File: src/rtl/xor_seq_pkg.sv
// Shared types and constants for the XOR gate stimulus/check sequencer.
package xor_seq_pkg;

    localparam int VEC_W   = 2;
    localparam int NUM_VEC = 4;
    localparam logic [VEC_W-1:0] LAST_VEC = VEC_W'(NUM_VEC - 1);

    typedef enum logic [1:0] {
        IDLE,
        APPLY,
        SAMPLE,
        DONE
    } seq_state_t;

endpackage

File: src/rtl/xor_seq_hold_timer.sv
// Loadable down-counter; tc is high while the count sits at zero.
module xor_seq_hold_timer #(
    parameter int CNT_W = 8
) (
    input  logic             clk,
    input  logic             rst_n,
    input  logic             load,
    input  logic             en,
    input  logic [CNT_W-1:0] load_val,
    output logic             tc
);

    logic [CNT_W-1:0] count;

    always_ff @(posedge clk or negedge rst_n) begin
        if (!rst_n) begin
            count <= '0;
        end else if (load) begin
            count <= load_val;
        end else if (en && count != '0) begin
            count <= count - 1'b1;
        end
    end

    assign tc = (count == '0);

endmodule

File: src/rtl/xor_vector_seq.sv
// Clocked stimulus-and-check sequencer for a 2-input XOR gate.
// Optional first-mismatch capture port enabled by XOR_VECTOR_SEQ_FAILCAP_EN.
module xor_vector_seq
    import xor_seq_pkg::*;
#(
    parameter int HOLD_CYCLES = 10,
    parameter int N_PASSES    = 1,
    parameter int ERR_W       = 4
) (
    input  logic             clk,
    input  logic             rst_n,
    input  logic             start,
    input  logic             y_in,
    output logic             a,
    output logic             b,
    output logic             busy,
    output logic             done,
    output logic             pass_ok,
    output logic [ERR_W-1:0] err_cnt
`ifdef XOR_VECTOR_SEQ_FAILCAP_EN
    ,
    output logic [2:0]       first_fail
`endif
);

    localparam logic [7:0]       HOLD_LOAD = 8'(HOLD_CYCLES - 1);
    localparam logic [15:0]      PASS_LAST = 16'(N_PASSES - 1);
    localparam logic [ERR_W-1:0] ERR_MAX   = {ERR_W{1'b1}};

    seq_state_t       state_q, state_d;
    logic [VEC_W-1:0] vec_q;
    logic [VEC_W-1:0] vec_next;
    logic [15:0]      pass_cnt;
    logic             start_run;
    logic             advance;
    logic             new_pass;
    logic             mismatch;
    logic             hold_tc;

    assign vec_next = vec_q + 1'b1;

    xor_seq_hold_timer #(
        .CNT_W(8)
    ) u_hold_timer (
        .clk     (clk),
        .rst_n   (rst_n),
        .load    (start_run | advance),
        .en      (state_q == APPLY),
        .load_val(HOLD_LOAD),
        .tc      (hold_tc)
    );

    always_ff @(posedge clk or negedge rst_n) begin
        if (!rst_n) begin
            state_q <= IDLE;
        end else begin
            state_q <= state_d;
        end
    end

    // A start seen in DONE only counts once done is visible, so busy fully gates restarts.
    always_comb begin
        state_d   = state_q;
        start_run = 1'b0;
        advance   = 1'b0;
        new_pass  = 1'b0;
        mismatch  = (y_in !== (a ^ b));
        case (state_q)
            IDLE: begin
                if (start) begin
                    start_run = 1'b1;
                    state_d   = APPLY;
                end
            end
            APPLY: begin
                if (hold_tc) begin
                    state_d = SAMPLE;
                end
            end
            SAMPLE: begin
                if (vec_q != LAST_VEC) begin
                    advance = 1'b1;
                    state_d = APPLY;
                end else if (pass_cnt < PASS_LAST) begin
                    advance  = 1'b1;
                    new_pass = 1'b1;
                    state_d  = APPLY;
                end else begin
                    state_d = DONE;
                end
            end
            DONE: begin
                if (start && done) begin
                    start_run = 1'b1;
                    state_d   = APPLY;
                end
            end
            default: state_d = IDLE;
        endcase
    end

    always_ff @(posedge clk or negedge rst_n) begin
        if (!rst_n) begin
            vec_q    <= '0;
            pass_cnt <= '0;
            a        <= 1'b0;
            b        <= 1'b0;
            busy     <= 1'b0;
            done     <= 1'b0;
            pass_ok  <= 1'b0;
            err_cnt  <= '0;
        end else begin
            if (start_run) begin
                vec_q    <= '0;
                pass_cnt <= '0;
                a        <= 1'b0;
                b        <= 1'b0;
                busy     <= 1'b1;
                done     <= 1'b0;
                pass_ok  <= 1'b0;
                err_cnt  <= '0;
            end else if (advance) begin
                vec_q <= vec_next;
                a     <= vec_next[1];
                b     <= vec_next[0];
                if (new_pass) begin
                    pass_cnt <= pass_cnt + 1'b1;
                end
            end
            if (state_q == SAMPLE && mismatch && err_cnt != ERR_MAX) begin
                err_cnt <= err_cnt + 1'b1;
            end
            // Status is published one cycle after entering DONE, once the last count has landed.
            if (state_q == DONE && busy) begin
                busy    <= 1'b0;
                done    <= 1'b1;
                pass_ok <= (err_cnt == '0);
            end
        end
    end

`ifdef XOR_VECTOR_SEQ_FAILCAP_EN
    always_ff @(posedge clk or negedge rst_n) begin
        if (!rst_n) begin
            first_fail <= '0;
        end else if (start_run) begin
            first_fail <= '0;
        end else if (state_q == SAMPLE && mismatch && !first_fail[2]) begin
            first_fail <= {1'b1, vec_q};
        end
    end
`endif

endmodule

File: config.mk
export PLATFORM = sky130hd
export DESIGN_NAME = xor_vector_seq
export DESIGN_NICKNAME = d
export VERILOG_FILES = /design/src/rtl/xor_seq_pkg.sv /design/src/rtl/xor_seq_hold_timer.sv /design/src/rtl/xor_vector_seq.sv
export SDC_FILE = /design/constraint.sdc
export NUM_CORES = 1
export LEC_CHECK = 0
export ABC_AREA = 1
export BUFFER_PORTS_ARGS = -buffer_cell sky130_fd_sc_hd__buf_2
export CORE_UTILIZATION = 35
export DETAILED_ROUTE_END_ITERATION = 12
export HOLD_SLACK_MARGIN = 0.06
export PLACE_DENSITY = 0.56
export SETUP_SLACK_MARGIN = 0.2
export SLEW_MARGIN = 20
export SYNTH_ARGS = -nofsm -noshare
export SYNTH_HDL_FRONTEND = slang
export SYNTH_HIERARCHICAL = 1
export SYNTH_SLANG_ARGS = --single-unit
File: constraint.sdc
create_clock -name clk -period 2.35 [get_ports clk]
set_input_delay 0.235 -clock clk [delete_from_list [all_inputs] [get_ports clk]]
set_output_delay 0.235 -clock clk [all_outputs]
set_load 0.01 [all_outputs]
==> flow_metrics.py <==
metrics = {
    "drt": {
        "wl_per_cell_um": 10.4,
        "vias": 1118,
        "viasPerCell": 4.37,
        "route.antenna.remaining_nets": 0,
        "drt-initial-drc-count": 60,
        "first_pass_iters": 4,
        "drc": 0,
        "routed_wl_um": 2650,
    },
    "yosys": {
        "syn_area_um2": 1310,
        "synth_cell_types": 21,
        "yosysTopAreaCellShare": 0.363,
        "synth_area_leaders": "dfrtp_1 36%, nand2_1 19%, ha_1 9.6%",
        "synth-seq-area-share": 0.363,
        "synth_top_area_cell": "dfrtp_1",
        "syn_avg_cell_area_um2": 7.00,
        "ys_warn_count": 6,
        "ys_seq_elements": 19,
        "synth_cells": 187,
    },
    "placement": {
        "place_area_um2": 1450,
        "place_inst": 251,
        "gp_congestion": 0.787,
        "io_buffers": 12,
        "dp_hpwl_um": 1960,
        "place_ws_ns": 0.592,
    },
    "grt": {
        "grt_max_degree": 20,
        "track_usage": 0.149,
        "grt_pass1_vias": 1056,
        "grt_pass1_wl_um": 4710,
        "antenna_found_initial": 0,
        "overflow": 0,
    },
    "cts": {
        "post_cts_resized": 0,
        "cts_inserted_buffers": 3,
        "clock_latency_ns": 0.27,
        "htree_num_levels": 1,
        "cts.sinks": 19,
        "cts_tree": "yes",
        "clk_pin_slew_ns": 0.09,
        "ctsHoldBuffers": 1,
        "root_buffer": "clkbuf_8",
        "post_cts_buffers": 0,
        "cts_max_path_buffers": 2,
    },
    "power_and_ir_drop": {
        "leakagePower_nw": 0.830,
        "clkPwrFrac": 0.127,
        "combPwrFrac": 0.550,
        "peakVddDrop_uv": 614,
        "switching_share": 0.489,
        "powerDensity_nw_per_um2": 1270,
        "p_sw_mw": 0.936,
        "finalPower_mw": 1.91,
        "p_int_mw": 0.978,
        "seq_power_share": 0.322,
    },
    "worst_setup_path": {
        "slowest_delay_ns": 0.42,
        "cp-start-kind": "flop",
        "crit_chain": "inv_1 > ha_1 > nor2_2 > nand2_2 > nand2_1 > inv_1 > nand2_4 > clkinv_2 > nand2_1 > nand2_1",
        "critical-path-slowest-cell": "dfrtp_1",
        "end_kind": "flop",
        "crit_arrival_ns": 1.91,
        "timing.critical_path.mode_cell": "nand2_1",
        "worstSetupPathType": "flop to flop",
        "cp_data_required_time_ns": 2.50,
        "r2r_setup_slack_ns": 0.60,
        "critPathMaxFanout": 9,
    },
    "sta": {
        "whs_ns": 0.370,
        "fin_crit_sh": 0.746,
        "rsz0062_at_grt": "no",
        "setup_violations": 0,
        "post-route-min-period_ns": 1.75,
        "finalSetupTns_ns": 0,
        "max_freq_mhz": 570,
        "final.setup.worst_slack_ns": 0.596,
        "fin_skew_ns": 0.0112,
        "hold_violations": 0,
        "slew_violations": 0,
    },
    "die": {
        "core_um2": 3470,
        "chipHeight_um": 63.2,
        "die_x_um": 63.2,
        "rows": 21,
        "io_pins": 13,
        "dieArea_um2": 3990,
        "initial_utilization": 0.377,
    },
    "outcome": {
        "outcome": "completed",
    },
    "flow_run": {
        "cap_viol_max_count": 0,
    },
    "finish": {
        "nets": 225,
        "layout-drive-gt1-share": 0.138,
        "final-seq-area_um2": 475,
        "multi_input_area_um2": 749,
        "n_fill_cell": 372,
        "instances_no_fill": 256,
        "fin_util": 0.435,
        "stdcell_area_um2": 1510,
        "synthToLayoutAreaGrowth_pct": 15.3,
        "diodes": 0,
    },
    "worst_hold_path": {
        "hold_class": "input pin to flop",
    },
}
==> path summary, 6_finish.rpt <==
check | from | end | cells after the start
worst max-delay path | state_q[1] | u_hold_timer/count[4] | 10
max in group asynchronous | rst_n | pass_ok | 2
worst min-delay path | y_in | err_cnt[3] | 5
worst max register to register | state_q[1] | u_hold_timer/count[4] | 10
min in group asynchronous | rst_n | vec_q[0] | 2
worst min register to register | pass_ok | pass_ok | 2
==> state kept, by name (all words and copies together) (netlist names) <==
signal              flops
a                       1
busy                    1
done                    1
err_cnt                 4
pass_ok                 1
state_q                 2
u_hold_timer/count      8
vec_q                   1
==> power groups by stage <==
stage                     logic (mW)  registers, mW  clock network, mW
after floorplan                0.803          0.613                  0
after global placement          1.06          0.625                  0
after detailed placement        1.07          0.621                  0
after CTS                       1.07          0.615              0.253
after global routing            1.24          0.644              0.263
final                           1.05          0.617              0.244
==> cells in the final DEF (no fill, tap or decap) <==
cell | netlist | routed
a21oi_1 | 1 | 1
buf_2 | 0 | 12
buf_4 | 0 | 1
clkbuf_8 | 0 | 3
clkinv_2 | 1 | 2
conb_1 | 2 | 8
dfrtp_1 | 19 | 19
dlygate4sd3_1 | 0 | 1
ha_1 | 10 | 10
inv_1 | 26 | 26
nand2_1 | 65 | 65
nand2_2 | 3 | 3
nand2_4 | 1 | 1
nand3_1 | 21 | 21
nand3_2 | 3 | 3
nand4_1 | 3 | 3
nor2_1 | 15 | 15
nor2_2 | 3 | 3
o21ai_0 | 7 | 7
o21ai_1 | 2 | 2
o21ai_4 | 1 | 1
o21bai_1 | 1 | 1
xnor2_1 | 1 | 1
xor2_1 | 1 | 1
==> per-layer routing <==
| layer | up-vias | GRT usage | part of all wire |
|---|---|---|---|
| met3 | 0 | 0.0399 | 0.035 |
| li1 | 622 | - | - |
| met1 | 480 | 0.205 | 0.53 |
| met2 | 16 | 0.238 | 0.44 |
| met4 | 0 | 0.0174 | 0 |
| met5 | - | 0 | 0 |
==> synth_stat cells, drive strengths merged <==
master	count
a21oi	1
dfrtp	19
o21ai	10
xnor2	1
conb	2
nand3	24
nand4	3
clkbuf	1
inv	26
clkinv	1
xor2	1
nor2	18
nand2	69
ha	10
o21bai	1
==> cell families after synthesis <==
kind of cell	after synthesis	synth area share
simple gates	114	0.384
buf+inv	28	0.0813
flops	19	0.363
compound gates	12	0.0564
fa+ha+maj	10	0.0956
xor+xnor	2	0.0134
other cells	2	0.00574
==> final cells by class <==
class	instances	share of cell area
Clock buffer	3	0.0274
Clock inverter	1	0.00332
Inverter	27	0.0680
Multi-Input combinational cell	146	0.497
Sequential cell	19	0.315
Tap cell	46	0.0381
Timing Repair Buffer	14	0.0514
==> worst max-delay path: cells and delay by family (launching register included) <==
kind / cells / cell delay [ns]
flip-flops: 1 / 0.42
adder cells (fa/ha/maj): 1 / 0.31
buffers and inverters: 3 / 0.31
AND/OR/NAND/NOR: 6 / 0.60
No activity file was read; power rests on OpenSTA's default activity.
